### src/rtl/dac_serial_responder.sv
// Serial responder for the 16-bit DAC frame link: synchronizes cs/sclk/sdi, shifts frames MSB-first, presents ctrl+sample.
// Optional error counter (err_count/err_clr) built when DAC_RESP_ERR_COUNT_EN is defined.
module dac_serial_responder #(
  parameter int unsigned DATA_W      = 12,
  parameter int unsigned CTRL_W      = 4,
  parameter int unsigned SYNC_STAGES = 2
) (
  input  logic              clk,
  input  logic              reset,
  input  logic              sclk,
  input  logic              cs,
  input  logic              sdi,
  output logic [DATA_W-1:0] pdo,
  output logic [CTRL_W-1:0] ctrl,
  output logic              valid,
  output logic              frame_err,
  output logic              busy
`ifdef DAC_RESP_ERR_COUNT_EN
  ,
  input  logic              err_clr,
  output logic [7:0]        err_count
`endif
);

  localparam int unsigned FRAME_W = DATA_W + CTRL_W;
  localparam int unsigned CNT_W   = $clog2(FRAME_W + 2);
  localparam logic [CNT_W-1:0] CNT_FULL = CNT_W'(FRAME_W);
  localparam logic [CNT_W-1:0] CNT_SAT  = CNT_W'(FRAME_W + 1);

  typedef enum logic [1:0] {S_IDLE, S_SHIFT, S_DONE} state_e;

  state_e state_q, state_d;

  logic [SYNC_STAGES-1:0] cs_sync_q, sclk_sync_q, sdi_sync_q, live_q;
  logic                   cs_d1_q, sclk_d1_q, armed_q;
  logic                   cs_s, sclk_s, sdi_s;
  logic                   sclk_rise, cs_rise;

  logic [FRAME_W-1:0] shreg_q, shreg_d;
  logic [CNT_W-1:0]   cnt_q, cnt_d;
  logic [DATA_W-1:0]  pdo_q, pdo_d;
  logic [CTRL_W-1:0]  ctrl_q, ctrl_d;
  logic               valid_q, valid_d;
  logic               ferr_q, ferr_d;
  logic               busy_q, busy_d;

  assign cs_s      = cs_sync_q[SYNC_STAGES-1];
  assign sclk_s    = sclk_sync_q[SYNC_STAGES-1];
  assign sdi_s     = sdi_sync_q[SYNC_STAGES-1];
  assign sclk_rise = sclk_s & ~sclk_d1_q;
  assign cs_rise   = cs_s & ~cs_d1_q;

  // Synchronizers; live_q marks when cs_s reflects a real pin sample rather than the reset fill,
  // so armed_q only sets once cs has genuinely been seen high after reset.
  always_ff @(posedge clk or negedge reset) begin
    if (!reset) begin
      cs_sync_q   <= '1;
      sclk_sync_q <= '0;
      sdi_sync_q  <= '0;
      live_q      <= '0;
      cs_d1_q     <= 1'b1;
      sclk_d1_q   <= 1'b0;
      armed_q     <= 1'b0;
    end else begin
      cs_sync_q   <= {cs_sync_q[SYNC_STAGES-2:0], cs};
      sclk_sync_q <= {sclk_sync_q[SYNC_STAGES-2:0], sclk};
      sdi_sync_q  <= {sdi_sync_q[SYNC_STAGES-2:0], sdi};
      live_q      <= {live_q[SYNC_STAGES-2:0], 1'b1};
      cs_d1_q     <= cs_s;
      sclk_d1_q   <= sclk_s;
      armed_q     <= armed_q | (live_q[SYNC_STAGES-1] & cs_s);
    end
  end

  always_ff @(posedge clk or negedge reset) begin
    if (!reset) state_q <= S_IDLE;
    else        state_q <= state_d;
  end

  always_comb begin
    state_d = state_q;
    unique case (state_q)
      S_IDLE:  if (armed_q && !cs_s) state_d = S_SHIFT;
      S_SHIFT: if (cs_rise) state_d = S_DONE;
      S_DONE:  state_d = S_IDLE;
      default: state_d = S_IDLE;
    endcase
  end

  // Datapath and output next-values; cs_rise takes priority over a coincident sclk_rise.
  always_comb begin
    shreg_d = shreg_q;
    cnt_d   = cnt_q;
    pdo_d   = pdo_q;
    ctrl_d  = ctrl_q;
    valid_d = 1'b0;
    ferr_d  = 1'b0;
    busy_d  = 1'b0;
    unique case (state_q)
      S_IDLE: begin
        if (armed_q && !cs_s) begin
          shreg_d = '0;
          cnt_d   = '0;
          busy_d  = 1'b1;
        end
      end
      S_SHIFT: begin
        if (!cs_rise) begin
          busy_d = 1'b1;
          if (sclk_rise) begin
            shreg_d = {shreg_q[FRAME_W-2:0], sdi_s};
            if (cnt_q != CNT_SAT) cnt_d = cnt_q + CNT_W'(1);
          end
        end
      end
      S_DONE: begin
        if (cnt_q == CNT_FULL) begin
          ctrl_d  = shreg_q[FRAME_W-1:DATA_W];
          pdo_d   = shreg_q[DATA_W-1:0];
          valid_d = 1'b1;
        end else begin
          ferr_d = 1'b1;
        end
      end
      default: ;
    endcase
  end

  always_ff @(posedge clk or negedge reset) begin
    if (!reset) begin
      shreg_q <= '0;
      cnt_q   <= '0;
      pdo_q   <= '0;
      ctrl_q  <= '0;
      valid_q <= 1'b0;
      ferr_q  <= 1'b0;
      busy_q  <= 1'b0;
    end else begin
      shreg_q <= shreg_d;
      cnt_q   <= cnt_d;
      pdo_q   <= pdo_d;
      ctrl_q  <= ctrl_d;
      valid_q <= valid_d;
      ferr_q  <= ferr_d;
      busy_q  <= busy_d;
    end
  end

  assign pdo       = pdo_q;
  assign ctrl      = ctrl_q;
  assign valid     = valid_q;
  assign frame_err = ferr_q;
  assign busy      = busy_q;

`ifdef DAC_RESP_ERR_COUNT_EN
  logic [7:0] err_count_q;

  // Saturating error tally; a clear beats a same-cycle increment.
  always_ff @(posedge clk or negedge reset) begin
    if (!reset)                             err_count_q <= 8'h00;
    else if (err_clr)                       err_count_q <= 8'h00;
    else if (ferr_q && err_count_q != 8'hFF) err_count_q <= err_count_q + 8'h01;
  end

  assign err_count = err_count_q;
`endif

endmodule

### config.mk
export PLATFORM = sky130hd
export DESIGN_NAME = dac_serial_responder
export DESIGN_NICKNAME = d
export VERILOG_FILES = /design/src/rtl/dac_serial_responder.sv
export SDC_FILE = /design/constraint.sdc
export NUM_CORES = 1
export LEC_CHECK = 0
export ABC_AREA = 1
export BUFFER_PORTS_ARGS = -buffer_cell sky130_fd_sc_hd__buf_2
export CAP_MARGIN = 20
export CORE_MARGIN = 5
export CORE_UTILIZATION = 50
export DETAILED_ROUTE_END_ITERATION = 6
export PLACE_DENSITY_LB_ADDON = 0.08
export RECOVER_POWER = 50
export SLEW_MARGIN = 40
export SYNTH_ARGS = -nofsm -noshare
export SYNTH_HDL_FRONTEND = slang
export SYNTH_SLANG_ARGS = --single-unit
### constraint.sdc
create_clock -name clk -period 1.25 [get_ports clk]
set_input_delay 0.0625 -clock clk [delete_from_list [all_inputs] [get_ports clk]]
set_output_delay 0.0625 -clock clk [all_outputs]
set_load 0.05 [all_outputs]
==> out/qor.csv <==
stage,metric,value,unit
flow_run,drv_cap,0,
clock_tree,insertion_delay,0.30,ns
routing,wl,4200,um
floorplanning,io_pins,24,
clock_tree,numCtsBuffers,5,
run_status,violations,negative setup slack,
logic_synthesis,yosysWarningCount,0,
placed_design,postPlaceCellArea,0.00245,mm2
critical_path,cp-start-kind,flip-flop,
logic_synthesis,ys_types,24,
logic_synthesis,synth_top_cells_by_area,"dfrtp_1, nand2_1, dfstp_2",
cells_and_area,final_layout_size_suffix_gt1_share,44.9,%
sta,tightest_slew,0.703,ns
global_routing,grt_pass1_vias,1611,
clock_tree,clk_pin_slew,0.09,ns
global_routing,track_usage,16.7,%
sta,finalMaxSlewViolations,0,
floorplanning,start_util,52.2,%
routing,ant_nets,0,
cells_and_area,final_cell_mix,"nand2_1, dfrtp_1, nand2_2, buf_2, buf_4",
critical_path,rrSetupSlack,-0.03,ns
sta,worst_hold_slack,0.359,ns
critical_path,timing.rr.end,ctrl[0],
placed_design,placed_cells,314,
routing,viasPerCell,4.86,
cells_and_area,design_area,0.00294,mm2
critical_path,crit_path_end,ctrl[0],
cells_and_area,diodes,0,
critical_path,critical_path.startpoint,cnt_q[0],
routing,wire_per_inst,12.5,um
clock_tree,cts_root_buffer,clkbuf_8,
placed_design,portBuffers,23,
routing,drt_pass1_iterations,4,
logic_synthesis,yosys.area.top_type,dfrtp_1,
sta,setup_violations,25,
critical_path,cp_max_fo,6,
critical_path,r2r_cells,6,
floorplanning,die_w,75.1,um
critical_path,slowest_stage,dfrtp_1,
clock_tree,cts_buffer_depth,2,
sta,min_period,1.28,ns
global_routing,grt_pass1_wl,7140,um
clock_tree,cts_tree,built,
sta,slew_headroom,53.1,%
logic_synthesis,syn_avg_cell_area,9.33,um2
global_routing,antenna_found_initial,0,
floorplanning,die_h,75.1,um
min_path,hold_class,flip-flop to flip-flop,
floorplanning,core_area,0.00406,mm2
critical_path,worstPathCellList,inv_1 -> ha_2 -> nand3_4 -> buf_12 -> nand2_2 -> nand2_1,
power,ir_worst_vdd,1060,uV
sta,post-route-worst-setup-slack,-0.0341,ns
global_routing,grt_max_degree,54,
sta,finalHoldViolations,0,
run_status,status,finished with violations,
placed_design,gp_congestion,0.776,
routing,drt_iter0_markers,132,
critical_path,required,1.45,ns
routing,drc_errors,0,
critical_path,cp-end-kind,flip-flop,
global_routing,overflow,0,
logic_synthesis,yosysTopAreaCellShare,59.1,%
routing,dr_total_vias,1628,
cells_and_area,layout_commonest_cell,nand2_1,
clock_tree,cts_sinks,53,
logic_synthesis,yosysSeqAreaShare,62.8,%
logic_synthesis,synth-seq-cells,53,
floorplanning,rows,23,
logic_synthesis,syn-cell-area,0.00212,mm2
cells_and_area,final_cells,335,
logic_synthesis,synthesis.nets,235,
cells_and_area,syn_to_final_growth,38.7,%
placed_design,hpwl,2440,um
critical_path,cp.arrival,1.49,ns
sta,rsz0062_at_grt,true,
sta,fmax,779,MHz
sta,finClkSkew,0.00511,ns
sta,fin_setup_tns,-0.326,ns
cells_and_area,layout.nets,292,
critical_path,max_stage_delay,0.42,ns
floorplanning,fp.dieArea,0.00564,mm2
cells_and_area,utilization,72.4,%
logic_synthesis,synth_cells,227,
critical_path,crit_type,flip-flop to flip-flop,
sta,finalCritPeriodShare,103,%
power,leakagePower,1.52,nW
power,powerDensity,1690,mW/mm2
critical_path,r2r-start,cnt_q[0],
clock_tree,h-tree-depth,2,
Yosys cell counts:
master     count
buf_2          3
o21ai_1        4
nand2_2        1
nand3_2        1
nor2_1        10
dfstp_2        3
inv_1         10
nor2_4         1
nor3_2         1
buf_4          2
a21oi_1        1
xnor2_1        1
o2bb2ai_1      2
ha_1           3
conb_1         1
buf_6          2
inv_2          1
dfrtp_1       50
nand4_1        3
o21ai_0       13
clkinv_2       1
a21o_1         1
nand2_1      104
nand3_1        8
cells by family (layout without fill, tap and decap cells):
group                    Yosys count  after routing  share of synthesized area [%]
AO/OA/AOI/OAI                     21             21                           5.43
XOR/XNOR                           1              1                          0.414
adder cells (fa/ha/maj)            3              3                           1.77
buffers and inverters             19             77                           4.67
flip-flops                        53             53                           62.8
other                              1              1                          0.177
AND/OR/NAND/NOR                  129            129                           24.7
how the worst min path moves through the flow:
| stage | start | end | slack [ns] | cells past startpoint |
|---|---|---|---|---|
| floorplan | reset | armed_q | -0.23 | 0 |
| global placement | reset | cnt_q[3] | 0.08 | 2 |
| detailed placement | reset | cnt_q[3] | 0.08 | 2 |
| CTS | reset | cnt_q[4] | 0.28 | 3 |
| global route | cs_sync_q[0] | cs_sync_q[1] | 0.37 | 0 |
| finish | live_q[0] | live_q[1] | 0.36 | 0 |
power breakdown:
group	switching, mW	total (mW)	internal, mW
registers	0.134	2.01	1.88
clock network	0.559	1.07	0.512
logic	1.05	1.87	0.819
per-stage QoR:
step	total power, mW	worst slack, ns
floorplan	2.82	0.0122
global placement	3.29	-0.0960
detailed placement	3.30	-0.0897
CTS	4.55	-0.0487
global route	5.24	-0.132
finish	4.95	-0.0341
registers in the layout, indices dropped and copies added, names as in the netlist, 2 cells and up:
register	flops
state_q	2
pdo	12
cs_sync_q	2
sdi_sync_q	2
ctrl	4
live_q	2
sclk_sync_q	2
shreg_q	16
cnt_q	5
layout make-up:
class,count,area (um2)
Sequential cell,53,1330
Inverter,12,57.6
Multi-Input combinational cell,155,918
Clock buffer,7,96.3
Clock inverter,1,8.76
Timing Repair Buffer,57,465
Fill cell,288,1120
Tap cell,50,62.6
worst max-delay path, delay by kind of cell (launching register included):
| family | cells | cell delay, ns |
|---|---|---|
| adders and majority gates | 1 | 0.20 |
| buffers and inverters | 2 | 0.27 |
| DFF | 1 | 0.42 |
| and+or+nand+nor | 3 | 0.28 |
routing by layer:
| layer | vias up | GRT usage, % | wire, um |
|---|---|---|---|
| li1 | 824 | - | - |
| met1 | 760 | 22.3 | 2030 |
| met2 | 33 | 26.7 | 1920 |
| met3 | 11 | 4.14 | 152 |
| met4 | 0 | 5.93 | 91 |
| met5 | - | 0 | 0 |
what timing repair did:
action,in CTS,in global routing
resized for setup,32,56
gates cloned,1,1
buffers inserted,6,2
pin swaps,19,7
hold buffers,4,0
hold endpoints to repair,53,0
endpoints found under the setup margin,38,37
Note: power is estimated with default switching activity, not from simulation.
